`config.mk`:
```
export PLATFORM = sky130hd
export DESIGN_NAME = ram_burst
export DESIGN_NICKNAME = d
export VERILOG_FILES = /design/src/rtl/ram_burst_pkg.sv /design/src/rtl/ram_burst_ptr.sv /design/src/rtl/ram_burst.sv
export SDC_FILE = /design/constraint.sdc
export NUM_CORES = 2
export LEC_CHECK = 0
export ABC_CLOCK_PERIOD_IN_PS = 5710
export BUFFER_PORTS_ARGS = -buffer_cell sky130_fd_sc_hd__buf_2
export CAP_MARGIN = 30
export CELL_PAD_IN_SITES_DETAIL_PLACEMENT = 0
export CELL_PAD_IN_SITES_GLOBAL_PLACEMENT = 1
export CORE_ASPECT_RATIO = 2
export CORE_MARGIN = 4
export CORE_UTILIZATION = 45
export CTS_CLUSTER_SIZE = 16
export DETAILED_ROUTE_END_ITERATION = 16
export PLACE_DENSITY = 0.63
export SYNTH_ARGS = -nofsm -noshare
export SYNTH_HDL_FRONTEND = slang
export SYNTH_SLANG_ARGS = --single-unit
```
`constraint.sdc`:
```
create_clock -name clk -period 5.71 [get_ports clk]
set_input_delay 1.142 -clock clk [delete_from_list [all_inputs] [get_ports clk]]
set_output_delay 1.142 -clock clk [all_outputs]
set_load 0.02 [all_outputs]
```
`src/rtl/ram_burst_pkg.sv`:
```
// Shared command encoding for the ram_burst command-driven RAM.
// Imported by ram_burst and ram_burst_ptr.
package ram_burst_pkg;

   localparam int CMD_W = 2;

   typedef enum logic [CMD_W-1:0] {
      CMD_WR_ADDR = 2'b00,
      CMD_WR_DATA = 2'b01,
      CMD_RD_ADDR = 2'b10,
      CMD_RD_DATA = 2'b11
   } cmd_e;

endpackage

```
`src/rtl/ram_burst_ptr.sv`:
```
// Address pointer with sync reset, range-checked load and wrap-around increment.
// Ports: clk, rst, load, inc, addr -> ptr, illegal (load of addr >= MEM_DEPTH).
module ram_burst_ptr #(
   parameter int ADDR_SIZE = 8,
   parameter int MEM_DEPTH = 256
) (
   input  logic                 clk,
   input  logic                 rst,
   input  logic                 load,
   input  logic                 inc,
   input  logic [ADDR_SIZE-1:0] addr,
   output logic [ADDR_SIZE-1:0] ptr,
   output logic                 illegal
);

   // One extra bit so MEM_DEPTH == 2**ADDR_SIZE is representable.
   localparam logic [ADDR_SIZE:0]   DEPTH_C = (ADDR_SIZE+1)'(MEM_DEPTH);
   localparam logic [ADDR_SIZE-1:0] LAST_C  = ADDR_SIZE'(MEM_DEPTH - 1);

   assign illegal = load && ({1'b0, addr} >= DEPTH_C);

   // An illegal load leaves the pointer untouched.
   always_ff @(posedge clk) begin
      if (rst)
         ptr <= '0;
      else if (load && !illegal)
         ptr <= addr;
      else if (inc)
         ptr <= (ptr == LAST_C) ? '0 : ptr + ADDR_SIZE'(1);
   end

endmodule

```
`src/rtl/ram_burst.sv`:
```
// Command-driven single-port RAM with independent read/write pointers.
// Ports: clk, rst, din (cmd+payload), rx_valid -> dout, tx_valid, err (sticky).
// RAM_BURST_AUTO_INC_EN: pointers advance after each data command.
module ram_burst
   import ram_burst_pkg::*;
#(
   parameter int DATA_WIDTH = 8,
   parameter int ADDR_SIZE  = 8,
   parameter int MEM_DEPTH  = 256
) (
   input  logic                        clk,
   input  logic                        rst,
   input  logic [DATA_WIDTH+CMD_W-1:0] din,
   input  logic                        rx_valid,
   output logic [DATA_WIDTH-1:0]       dout,
   output logic                        tx_valid,
   output logic                        err
);

   localparam int IDX_W = (MEM_DEPTH > 1) ? $clog2(MEM_DEPTH) : 1;

   cmd_e                  cmd;
   logic [DATA_WIDTH-1:0] payload;
   logic [ADDR_SIZE-1:0]  addr;
   logic                  wr_load, wr_data, rd_load, rd_data;
   logic                  wr_inc, rd_inc;
   logic [ADDR_SIZE-1:0]  wr_ptr, rd_ptr;
   logic                  wr_ill, rd_ill;
   logic [DATA_WIDTH-1:0] mem [MEM_DEPTH];

   assign cmd     = cmd_e'(din[DATA_WIDTH+CMD_W-1:DATA_WIDTH]);
   assign payload = din[DATA_WIDTH-1:0];
   assign addr    = din[ADDR_SIZE-1:0];

   always_comb begin
      wr_load = 1'b0;
      wr_data = 1'b0;
      rd_load = 1'b0;
      rd_data = 1'b0;
      if (rx_valid) begin
         unique case (cmd)
            CMD_WR_ADDR: wr_load = 1'b1;
            CMD_WR_DATA: wr_data = 1'b1;
            CMD_RD_ADDR: rd_load = 1'b1;
            CMD_RD_DATA: rd_data = 1'b1;
         endcase
      end
   end

`ifdef RAM_BURST_AUTO_INC_EN
   assign wr_inc = wr_data;
   assign rd_inc = rd_data;
`else
   assign wr_inc = 1'b0;
   assign rd_inc = 1'b0;
`endif

   ram_burst_ptr #(.ADDR_SIZE(ADDR_SIZE), .MEM_DEPTH(MEM_DEPTH)) u_wr (
      .clk     (clk),
      .rst     (rst),
      .load    (wr_load),
      .inc     (wr_inc),
      .addr    (addr),
      .ptr     (wr_ptr),
      .illegal (wr_ill)
   );

   ram_burst_ptr #(.ADDR_SIZE(ADDR_SIZE), .MEM_DEPTH(MEM_DEPTH)) u_rd (
      .clk     (clk),
      .rst     (rst),
      .load    (rd_load),
      .inc     (rd_inc),
      .addr    (addr),
      .ptr     (rd_ptr),
      .illegal (rd_ill)
   );

   // Pointers never exceed MEM_DEPTH-1, so the low bits index safely.
   always_ff @(posedge clk) begin
      if (!rst && wr_data)
         mem[wr_ptr[IDX_W-1:0]] <= payload;
   end

   always_ff @(posedge clk) begin
      if (rst) begin
         dout     <= '0;
         tx_valid <= 1'b0;
         err      <= 1'b0;
      end else begin
         tx_valid <= rd_data;
         if (rd_data)
            dout <= mem[rd_ptr[IDX_W-1:0]];
         if (wr_ill || rd_ill)
            err <= 1'b1;
      end
   end

endmodule

```
# == After elaboration in Yosys (flattened, before gate mapping) ==
# Memory sizes are Yosys's and may differ from the RTL's. A register that Yosys moved wholly into a read port is not among the register bits.
# Cells that the tools add are included.
# totals
reg_bits,17
ramBits,2048
inputBits,13
out_inout_bits,10
elab_cells,20
memories,1
# classes
eq_ne,3
mux,10
n_reduce_logical,3
# memory_table
name,depth,width,rd,rd_clocked_by_memory_dff,write_ports,line,source
mem,256,8,1,1,1,ram_burst.sv:29,logic [DATA_WIDTH-1:0] mem [MEM_DEPTH];
# op_table
operator,count
1-bit 2-to-1 mux,10
2-bit equality test (second input constant),2
2-bit by 1-bit equality test with 1-bit output (second input constant),1
2-bit logical NOT,1
1-bit logical AND,1
1-bit logical NOT,1

# == Longest topological paths before layout ==
# depth
word_depth,6
ltp_mapped,13
depth_no_buf,7

# == Modules after synthesis ==
# From an unflattened synthesis, not the netlist that was laid out.
# hier_totals
hier_cells,4044
hier_area_um2,81936.1
# by_module_without_submodules
mod,n_inst,cells_per_inst,area_each_um2,seq_area_each_um2
ram_burst,1,3922,80952.6,61699.2
ram_burst_ptr,2,61,491.7,160.2

# == Least setup slack after synthesis ==
# No wires, ideal clock.
# synth_timing
path_kind,input -> register
from,input port rst
to,memory mem[112][0] (enable)
setup_time_ns,0.370
t_arrival_ns,3.076
t_required_ns,5.340
slack_ns,2.264
cell_stages,6
n_path_buf,3
path_cell_list,clkbuf_1 > nor3_1 > clkbuf_1 > nand3_1 > clkbuf_1 > nor2_1
# synth_via
elab_chain_len,4
# synth_rtl
element,line,source
start: declaration,ram_burst.sv:12,"input logic rst,"
1-bit logical NOT,ram_burst.sv:80,if (!rst && wr_data)
1-bit logical AND,ram_burst.sv:80,
1-bit 2-to-1 mux,ram_burst.sv:80,
1-bit 2-to-1 mux (not written as such),ram_burst.sv:81,mem[wr_ptr[IDX_W-1:0]] <= payload;
end: declaration,ram_burst.sv:29,
# No other way between the ends.

==> flow_summary.toml <==
[global_route]
grt_pass1_vias = 41960
grt_max_degree = 148
track_usage_pct = 25.42
overflow = 0
antenna_found_initial = 7
grt_pass1_wl_microns = 330400

[drt]
wl_microns = 236000
drcViolationCount = 0
num_vias = 40040
drtAntennaViolNets = 0
drtIter0Drc = 3920
drt-pass1-iter-count = 6
vias_per_cell = 6.145
wl_per_cell_microns = 36.22

[setup_path]
endpoint_kind = "flop"
path_class = "flop to flop"
critical-path-max-stage-delay_ps = 980
worst-endpoint-arrival_ps = 4930
crit_path_frequent_cell = "buf_12"
path_cells = "buf_12, buf_12, buf_4, nor2_1, a22o_1, nor4_1, a21oi_1, nand4_1, o311ai_0"
required_ps = 6400
crit_family = "simple AND/OR/NAND/NOR gates"
start_kind = "flop"
crit_buf_inv = 3
crit_slowest_cell = "dfxtp_4"
path_max_fanout = 33

[synth]
ys_seq_elements = 2073
synth_top_area_share_pct = 76.25
synth_nets = 3937
synth_cell_types = 59
synthTopCellsByCount = "2,048 x edfxtp_1, 417 x mux4_2, 338 x nor2_1"
synthArstFlopShare_pct = 0
synth_largest_area_cell = "edfxtp_1"
yosysMostFrequentCell = "edfxtp_1"
postSynthCellCount = 3924
synth_ff_type = "edfxtp_1"
ys_seq_area_share_pct = 76.87
synth_edf_count = 2048
synthTopCellsByArea = "edfxtp_1 76%, mux4_2 12%, mux2i_1 3.1%, nor2_1 1.6%, dfxtp_1 0.62%"
synth_area_per_cell_sq_um = 20.55
yosysWarnings = 0
syn_area_sq_um = 80660

[timing]
tns_ps = 0
fin_crit_ps = 4239
worstMarginPinSlew_ps = 1175
rsz0062_at_grt = "no"
report.final.slew_viol_count = 0
finalHoldViolCount = 0
timing.fmax_ghz = 0.2359
worst_slew_margin_rel_pct = 21.68
timing.hold.ws_ps = 534.9
period_share_pct = 74.24
setup_viol = 0
finClkSkew_ps = 49.13

[cells_and_area]
area_growth_pct = 11.19
fillers = 14350
finalNetCount = 4063
drive_above_1_share_pct = 20.95

[clocking]
cts.repair.resized = 0
clk_pin_slew_ps = 70
clkSinkCount = 2073
cts_hold_buf = 0
clk_latency_ps = 830
cts_root_buf = "clkbuf_16"
postCtsSetupBuffers = 0
cts_tree = "done"
htreeDepth = 4
cts_max_path_buffers = 4
cts_buffers = 183

[placed_design]
port_buffers = 21
hpwl_microns = 155500
globalplace.congestion = 0.8756

[power]
total_leakage_power_nw = 26.61
power_density_nw_per_um2 = 334.2
peakVddDrop_mv = 0.2330

[die]
start_util_pct = 45.29
die_h_microns = 606.7
dieWidth_microns = 307.4
rows = 219
core-area_sq_um = 178100
num_io_pins = 23
dieArea_sq_um = 186500

[outcome]
status = "completed"

[hold_path]
hold_class = "flop to flop"

[job]
cap_violations = 0
## flip-flops by register name (all words and copies together) (netlist names)
register  flops
u_rd.ptr      8
u_wr.ptr      8
mem        2048
tx_valid      1
dout          8
## layer usage
metal / vias up / wire [microns] / GRT usage [%] / part of all wire (%)
met5: - / 13 / 0 / 0.0055
met4: 2 / 16200 / 14.67 / 6.9
met3: 510 / 11800 / 3.294 / 5.0
met2: 1447 / 128400 / 46.97 / 54
met1: 21560 / 79580 / 28.03 / 34
li1: 16520 / - / - / -
## cells in the final DEF, fill, tap and decap left out, types with 13 or more instances in the layout
| cell type | instances |
|---|---|
| o22ai_1 | 72 |
| nand4_1 | 21 |
| bufinv_16 | 15 |
| clkbuf_16 | 186 |
| buf_2 | 17 |
| mux2i_1 | 246 |
| a21oi_1 | 26 |
| edfxtp_1 | 2048 |
| buf_6 | 17 |
| o21ai_0 | 37 |
| clkinv_2 | 24 |
| clkbuf_8 | 13 |
| clkbuf_1 | 48 |
| o221ai_1 | 33 |
| a22oi_1 | 44 |
| nand2_1 | 97 |
| mux4_2 | 417 |
| nor3_1 | 19 |
| a211oi_1 | 27 |
| nor2_1 | 335 |
| a2111oi_0 | 19 |
| nand3_1 | 38 |
| a31oi_1 | 18 |
| buf_12 | 22 |
| a221oi_1 | 13 |
| clkinv_1 | 36 |
| buf_4 | 115 |
| dfxtp_1 | 21 |
## tightest hold or removal path: stages, from the launching register on
cell      delay (ps)
dfxtp_1          360
nand2_1           60
o311ai_0          80
## through the flow
stage	setup slack (ps)	cell area (sq um)	instances	utilization [%]	total power (W)
6_report	1471	89680	6515	50.35	0.02998
2_1_floorplan	2264	80660	3924	-	0.01755
3_5_place_dp	1327	83950	6183	47.13	0.01814
5_1_grt	1360	89680	6512	50.35	0.03079
4_1_cts	1463	89660	6509	50.34	0.03018
3_3_place_gp	757.7	83610	6153	46.95	0.01813
## path summary, 6_finish.rpt
| path | cells past startpoint | slack (ps) | end | from |
|---|---|---|---|---|
| max reg2reg | 9 | 1470 | dout[5] | u_rd.ptr[0] |
| min | 2 | 530 | dout[1] | dout[1] |
| min reg2reg | 2 | 530 | dout[1] | dout[1] |
| max | 9 | 1470 | dout[5] | u_rd.ptr[0] |
## area by class of cell
cell class / instances / area [sq um] / area share [%]
clock inverters: 87 / 808.3 / 0.9012
clock buffers: 239 / 4903 / 5.467
repair buffers: 183 / 1775 / 1.980
inverters: 3 / 16.27 / 0.01814
multi-input cells: 1606 / 17250 / 19.24
diodes: 4 / 10.01 / 0.01116
flip-flops and latches: 2073 / 62010 / 69.15
well taps: 2320 / 2903 / 3.237
## power by group
part	switching [W]	internal (W)	leakage [nW]
clock	0.00545	0.00673	2.77
sequential	0.0000336	0.0167	18.6
combinational	0.000736	0.000318	5.24
total	0.00622	0.0238	26.6
## cell families after synthesis
| group | synth area share, % |
|---|---|
| other cells | 0.004649 |
| mux | 15.16 |
| buf+inv | 1.849 |
| flops | 76.87 |
| compound gates | 3.037 |
| simple gates | 3.079 |
(Power assumes the default switching activity.)
